**config.mk**
```make
export PLATFORM = sky130hd
export DESIGN_NAME = mult_booth_seq
export DESIGN_NICKNAME = d
export VERILOG_FILES = /design/src/rtl/mult_booth_seq.sv
export SDC_FILE = /design/constraint.sdc
export NUM_CORES = 1
export LEC_CHECK = 0
export BUFFER_PORTS_ARGS = -buffer_cell sky130_fd_sc_hd__buf_4
export CORE_ASPECT_RATIO = 1.2
export CORE_MARGIN = 3
export CORE_UTILIZATION = 50
export DETAILED_ROUTE_END_ITERATION = 12
export PLACE_DENSITY = 0.81
export SLEW_MARGIN = 40
export SYNTH_ARGS = -nofsm -noshare
export SYNTH_HDL_FRONTEND = slang
export SYNTH_SLANG_ARGS = --single-unit
```
**constraint.sdc**
```tcl
create_clock -name clock -period 8.4 [get_ports clock]
set_input_delay 1.68 -clock clock [delete_from_list [all_inputs] [get_ports clock]]
set_output_delay 1.68 -clock clock [all_outputs]
set_load 0.03 [all_outputs]
```
**src/rtl/mult_booth_seq.sv**
```systemverilog
// Sequential radix-2 Booth signed multiplier built around a single 32-bit carry-lookahead adder.
// Optional macro MULT_HI_OUT_EN adds the registered upper product word data_result_hi.

module cla #(
  parameter int WIDTH = 32
) (
  input  logic [WIDTH-1:0] x,
  input  logic [WIDTH-1:0] y,
  input  logic             c0,
  output logic [WIDTH-1:0] s,
  output logic             ovf
);

  localparam int NB = WIDTH / 4;

  logic [WIDTH-1:0] g;
  logic [WIDTH-1:0] p;
  logic [WIDTH:0]   c;
  logic [NB-1:0]    bg;
  logic [NB-1:0]    bp;
  logic [NB:0]      bc;

  // 4-bit lookahead groups; group carries chain between blocks.
  always_comb begin
    g  = x & y;
    p  = x ^ y;
    c  = '0;
    bg = '0;
    bp = '0;
    bc = '0;
    bc[0] = c0;
    for (int b = 0; b < NB; b++) begin
      bp[b] = &p[4*b +: 4];
      bg[b] = g[4*b+3]
            | (p[4*b+3] & g[4*b+2])
            | (p[4*b+3] & p[4*b+2] & g[4*b+1])
            | (p[4*b+3] & p[4*b+2] & p[4*b+1] & g[4*b]);
      bc[b+1] = bg[b] | (bp[b] & bc[b]);
    end
    for (int b = 0; b < NB; b++) begin
      c[4*b]   = bc[b];
      c[4*b+1] = g[4*b] | (p[4*b] & bc[b]);
      c[4*b+2] = g[4*b+1]
               | (p[4*b+1] & g[4*b])
               | (p[4*b+1] & p[4*b] & bc[b]);
      c[4*b+3] = g[4*b+2]
               | (p[4*b+2] & g[4*b+1])
               | (p[4*b+2] & p[4*b+1] & g[4*b])
               | (p[4*b+2] & p[4*b+1] & p[4*b] & bc[b]);
    end
    c[WIDTH] = bc[NB];
    s   = p ^ c[WIDTH-1:0];
    ovf = c[WIDTH] ^ c[WIDTH-1];
  end

endmodule

module mult_booth_seq #(
  parameter int WIDTH = 32,
  parameter int CNT_W = 6
) (
  input  logic             clock,
  input  logic             reset,
  input  logic [WIDTH-1:0] data_operandA,
  input  logic [WIDTH-1:0] data_operandB,
  input  logic             ctrl_MULT,
  output logic [WIDTH-1:0] data_result,
  output logic             data_exception,
`ifdef MULT_HI_OUT_EN
  output logic [WIDTH-1:0] data_result_hi,
  output logic             data_resultRDY
`else
  output logic             data_resultRDY
`endif
);

  localparam logic [1:0] IDLE = 2'd0;
  localparam logic [1:0] RUN  = 2'd1;
  localparam logic [1:0] DONE = 2'd2;

  logic [1:0]              state;
  logic [CNT_W-1:0]        cnt;
  logic signed [WIDTH-1:0] m;
  logic signed [WIDTH-1:0] a;
  logic signed [WIDTH-1:0] q;
  logic                    qm1;

  logic                    do_add;
  logic [WIDTH-1:0]        cla_y;
  logic                    cla_c0;
  logic [WIDTH-1:0]        cla_s;
  logic                    cla_ovf;

  logic [WIDTH-1:0]          s;
  logic                      sgn;
  logic signed [WIDTH-1:0]   a_nxt;
  logic signed [WIDTH-1:0]   q_nxt;
  logic signed [2*WIDTH-1:0] prod;

  // True when the upper WIDTH+1 product bits are a pure sign extension.
  function automatic logic fits_signed(input logic [WIDTH:0] top);
    return (&top) | (~|top);
  endfunction

  always_comb begin
    do_add = 1'b0;
    cla_y  = m;
    cla_c0 = 1'b0;
    case ({q[0], qm1})
      2'b01: begin
        do_add = 1'b1;
        cla_y  = m;
        cla_c0 = 1'b0;
      end
      2'b10: begin
        do_add = 1'b1;
        cla_y  = ~m;
        cla_c0 = 1'b1;
      end
      default: ;
    endcase
  end

  cla #(.WIDTH(WIDTH)) u_cla (
    .x   (a),
    .y   (cla_y),
    .c0  (cla_c0),
    .s   (cla_s),
    .ovf (cla_ovf)
  );

  // Overflow-corrected sign bit keeps the shift exact for M = most negative value.
  always_comb begin
    s     = do_add ? cla_s : a;
    sgn   = do_add ? (cla_s[WIDTH-1] ^ cla_ovf) : a[WIDTH-1];
    a_nxt = {sgn, s[WIDTH-1:1]};
    q_nxt = {s[0], q[WIDTH-1:1]};
    prod  = {a_nxt, q_nxt};
  end

  always_ff @(posedge clock or posedge reset) begin
    if (reset) begin
      state          <= IDLE;
      cnt            <= '0;
      m              <= '0;
      a              <= '0;
      q              <= '0;
      qm1            <= 1'b0;
      data_result    <= '0;
      data_exception <= 1'b0;
      data_resultRDY <= 1'b0;
`ifdef MULT_HI_OUT_EN
      data_result_hi <= '0;
`endif
    end else begin
      data_resultRDY <= 1'b0;
      if (ctrl_MULT) begin
        m     <= data_operandA;
        q     <= data_operandB;
        a     <= '0;
        qm1   <= 1'b0;
        cnt   <= '0;
        state <= RUN;
      end else begin
        case (state)
          RUN: begin
            a   <= a_nxt;
            q   <= q_nxt;
            qm1 <= q[0];
            cnt <= cnt + 1'b1;
            if (cnt == CNT_W'(WIDTH-1)) begin
              data_result    <= prod[WIDTH-1:0];
              data_exception <= ~fits_signed(prod[2*WIDTH-1:WIDTH-1]);
              data_resultRDY <= 1'b1;
`ifdef MULT_HI_OUT_EN
              data_result_hi <= prod[2*WIDTH-1:WIDTH];
`endif
              state          <= DONE;
            end
          end
          DONE:    state <= IDLE;
          default: state <= IDLE;
        endcase
      end
    end
  end

endmodule

```
Word-level counts from Yosys, hierarchy flattened
Index checks and enable logic that the tools add are counted.

cells by class
  add/sub/neg operators = 1
  eq/ne operators = 5
  muxes and demuxes = 19
  bitwise logic cells = 209
  reduce and logical (&&, ||, !) cells = 14

operators with widths
  kind                                                 count
  2-to-1 mux 32 bit                                    6
  bitwise AND 1 bit                                    120
  bitwise OR 1 bit                                     81
  bitwise XOR 32 bit                                   2
  AND reduction 33 bit                                 1
  OR reduction 33 bit                                  1
  bitwise AND 32 bit                                   1
  inverter 32 bit                                      1
  AND reduction 4 bit                                  8
  2-to-1 mux 6 bit                                     2
  2-to-1 mux 1 bit                                     8
  adder 6 x 1 -> 6 bit, second input constant          1
  equality test 6 x 5 -> 1 bit, second input constant  1
  2-to-1 mux 2 bit                                     3
  equality test 2 x 1 -> 1 bit, second input constant  2
  inequality test 3 bit, second input constant         1
  AND reduction 3 bit                                  1
  equality test 2 bit, second input constant           1
  inverter 1 bit                                       2
  nonzero test 2 bit                                   1
  OR reduction 2 bit                                   1
  bitwise XOR 1 bit                                    2
  logical NOT 1 bit                                    1

storage, ports and cells
  register bits after elaboration = 139
  bits of input ports = 67
  output and inout port bits = 34

Depth between registers and ports, before layout
  depth after elaboration = 29
  gate-level depth with buffers = 23
  depth with buffers taken out = 21

Hierarchy
From an unflattened synthesis, not the netlist that was laid out.

unflattened totals
  cell total of the unflattened synthesis = 725
  area, all modules = 7831.3 um^2

modules (own cells, without submodules)
  module          instances  cells each  area each (um^2)  seq. area each (um^2)
  mult_booth_seq  1          565         6480.0            3478.3
  cla             1          160         1351.3            0.0

Worst setup path before layout
Ideal clock, no wire load.

  path type = reg2reg
  start = register qm1
  end = register data_exception
  arrival time = 5.231 ns
  setup slack = 3.041 ns
  stages on the path, launching flop included = 24
  period minus slack after synthesis = 5.359 ns
  path through = dfrtp_1 > inv_1 > ha_1 > buf_2 > buf_1 > xor2_1 > ha_1 > a21o_1 > a21o_1 > a221oi_4 > nand2_1 > o31ai_1 > o21bai_1 > fa_1 > or4_1 > nor4_1 > o21ai_0 > nor4bb_1 > nand4_1 > nor4b_1 > and4_1 > nand4_1 > nor4bb_1 > nor3_1

on the way
  word-level cells in the longest chain between the ends = 29

RTL lines
  item                                                      RTL line    source
  start, declared                                           86          logic qm1;
  start signal, assigned                                    169         qm1 <= q[0];
  equality test 2 bit                                       109         case ({q[0], qm1})
  2-to-1 mux 32 bit                                         109
  bitwise XOR 32 bit or bitwise AND 32 bit (tied branches)  26, 25
  bitwise AND 1 bit, on equally long branches               35, 36, 37
  bitwise OR 1 bit, or another cell as far along            35          | (p[4*b+3] & g[4*b+2])
  bitwise OR 1 bit or bitwise AND 1 bit (tied branches)     36, 37
  bitwise OR 1 bit                                          37          | (p[4*b+3] & p[4*b+2] & p[4*b+1] & g[4*b]);
  bitwise OR 1 bit                                          38          bc[b+1] = bg[b] | (bp[b] & bc[b]);
  [13 not listed]                                           n/a
  bitwise OR 1 bit, on equally long branches                49, 38
  bitwise XOR 32 bit or bitwise XOR 1 bit (tied branches)   52, 53
  bitwise XOR 1 bit                                         135         sgn = do_add ? (cla_s[WIDTH-1] ^ cla_ovf) : a[WIDTH-1];
  2-to-1 mux 1 bit                                          135
  OR reduction 33 bit                                       102         return (&top) | (~|top);
  logical NOT 1 bit                                         102
  bitwise OR 1 bit *                                        102
  inverter 1 bit *                                          173         data_exception <= ~fits_signed(prod[2*WIDTH-1:WIDTH-1]);
  end signal, assigned                                      173
  end, declared                                             68          output logic data_exception,

Mark *: on every way between the ends. The rest lies on a longest branch, timed or not.
A chain may end at the register's enable or synchronous reset.

Worst setup path in the final report
Ends and elaborated chain as after synthesis.

==> results.toml <==
[synth]
synth-simple-area-share_pct = 13.1
synth-xor-area-share_pct = 5.52
async_reset_ff_share_pct = 100
avgSynthCellArea_um2 = 10.4
seq_area_frac_synth_pct = 43.9
synth_compound_area_share_pct = 12.6
synth_top_area_cell = "dfrtp_1"
syn_inst = 760
yosysWarnings = 0
synth_top_family_by_area = "multiplexers"
synth_top_area_share_pct = 43.9
synth-seq-cells = 139
synthFlopType = "dfrtp_1"
synth_mux_area_share_pct = 15.2
synth_fa_ha_area_share_pct = 7.13
ys_types = 65
synth-edff-count = 0
synth_common_cells = "dfrtp_1, nand2_1, mux2_2"
netlist_area_um2 = 7930
mappedNetlistNets = 868
synth_area_leaders = "dfrtp_1, mux2_2, mux2i_1"
synth_most_common_cell = "dfrtp_1"

[layout]
final_cells = 1060
antennaDiodeCount = 0
syn_to_final_growth_pct = 19.3
drive_gt1_share_pct = 25.5
nets = 951

[hold_path]
min_path_type = "reg -> reg"

[job]
cap_violations = 0

[grt]
grt_pass1_vias = 6285
grt_max_degree = 96
antenna_found_initial = 0
grt_overflow = 0
met2_usage_pct = 37.2
grt.total_usage_pct = 22.2
grt_pass1_wl_mm = 30.9
use_met1_pct = 26.7
grt_use_met3_pct = 7.28
busiest_layer = "met2"

[critical_path]
arrival_ns = 6.23
startpoint_type = "flip-flop"
crit_required_ns = 8.70
critical_path_class = "reg -> reg"
crit_fanout = 35
endpoint_kind = "flip-flop"

[timing]
setup_viol = 0
slew_viol_final = 0
rsz0062_at_grt = "no"
period_share_pct = 70.7
worst_pin_slew_ns = 0.811
setup_tns_ns = 0
fmax_mhz = 168
hold_viol = 0
fin_skew_ns = 0.00930
relSlewSlack_pct = 45.9
finalCriticalPeriod_ns = 5.94
timing.hold.ws_ns = 0.510

[clock_network]
postCtsResizedCells = 0
post_cts_buffers = 0
clkLatencyLatePin_ns = 0.43
cts_sinks = 139
cts_tree = "done"
clock-root-buffer = "clkbuf_16"
numCtsBuffers = 17
htree_levels = 4
holdBufCountCts = 0
path_clk_slew_ns = 0.06
clk_path_buf_depth = 2

[drt]
firstDrtPassIters = 5
drt_iter0_drc = 298
wl_per_cell_um = 17.4
viasPerCell = 5.76
drc = 0
detail-route-antenna-nets = 0
vias = 6109
routed_wl_mm = 18.4

[floorplanning]
ioPinCount = 101
core.rowCount = 49
design.core.area_um2 = 15300
die_x_um = 121
fp.dieH_um = 144
start_util_pct = 51.9
dieArea_um2 = 17400

[place]
gp_congestion = 0.920
io_buffers = 100
hpwl_mm = 12.7
placedCellCount = 1028

[outcome]
status = "finished, final reports clean"

[pwr]
power.density_nw_per_um2 = 270
peakVddDrop_v = 0.000139
cellLeakagePower_nw = 4.67
[per-stage QoR]
step | power [mW] | utilization (%) | cell area [um2] | setup slack [ns]
CTS | 2.55 | 61.9 | 9450 | 2.54
detailed placement | 1.76 | 57.9 | 8840 | 2.65
global placement | 1.73 | 57.8 | 8830 | 2.57
floorplan | 1.52 | - | 7930 | 3.00
finish | 2.55 | 61.9 | 9450 | 2.46
global route | 2.71 | 61.9 | 9450 | 2.14
[metal layers]
layer | vias to the layer above | part of all wire, %
met5 | - | 0
met4 | 0 | 2.7
met3 | 45 | 8.0
met2 | 200 | 48
met1 | 2956 | 42
li1 | 2908 | -
[layout by cell type, fill, tap and decap left out, types with 8 or more instances in the layout]
cell,Yosys,routed
dfrtp_1,139,139
buf_4,0,104
nand2_1,70,70
mux2_2,64,64
nor2_1,58,58
o21ai_0,51,51
mux2i_1,48,48
xor2_1,42,42
ha_1,34,33
a21oi_1,29,29
a211oi_1,21,21
clkbuf_16,0,17
nand3_1,12,12
nor3_1,12,12
nand4_1,10,10
inv_1,12,10
xnor2_1,8,8
nor4_1,8,8
[sequential cells by signal (all words and copies together), names as in the netlist]
register,flops
a,32
data_result,32
m,32
q,32
cnt,6
state,2
data_exception,1
data_resultRDY,1
qm1,1
[kinds of logic (layout without fill, tap and decap cells)]
| kind of cell | count (synthesis) | after routing |
|---|---|---|
| AO/OA/AOI/OAI | 153 | 153 |
| XOR/XNOR | 50 | 50 |
| adder cells (fa/ha/maj) | 41 | 41 |
| buffers and inverters | 53 | 149 |
| flip-flops | 139 | 139 |
| multiplexers | 112 | 112 |
| AND/OR/NAND/NOR | 212 | 212 |
[worst max-delay path: stages, from the launching register on]
cell,delay [ns]
dfrtp_1,0.37
inv_1,0.09
ha_4,0.52
xor2_1,0.18
ha_1,0.40
nand4_1,0.15
nor4_1,0.45
nand3_1,0.22
a31oi_1,0.40
or3_1,0.19
fa_1,0.47
or4_1,0.48
nor4_1,0.18
o21ai_0,0.12
nor4bb_1,0.44
nand4_1,0.16
nor4b_1,0.25
and4_1,0.22
nand4_1,0.09
nor4bb_1,0.31
nor3_1,0.09
[where the power goes]
part	switching [mW]	leakage [nW]	internal (mW)
Clock	0.296	0.294	0.477
Sequential	0.0955	1.78	0.754
Combinational	0.534	2.60	0.392
Total	0.925	4.67	1.62
[path summary, 6_finish.rpt]
check / start / to / slack (ns) / cells past startpoint
max: qm1 / data_exception / 2.46 / 20
min in group asynchronous: reset / data_result[23] / 1.38 / 2
max in group asynchronous: reset / m[8] / 5.80 / 3
max reg2reg: qm1 / data_exception / 2.46 / 20
min: data_result[4] / data_result[4] / 0.51 / 1
min reg2reg: data_result[4] / data_result[4] / 0.51 / 1
[final cells by class]
cell class              count  area, um2
fillers                  1225       5810
multi-input cells         568       4270
flip-flops and latches    139       3480
repair buffers            105        792
clock buffers              19        443
well taps                 204        255
clock inverters            13        168
inverters                  12       50.0
No activity file was read; power rests on OpenSTA's default activity.
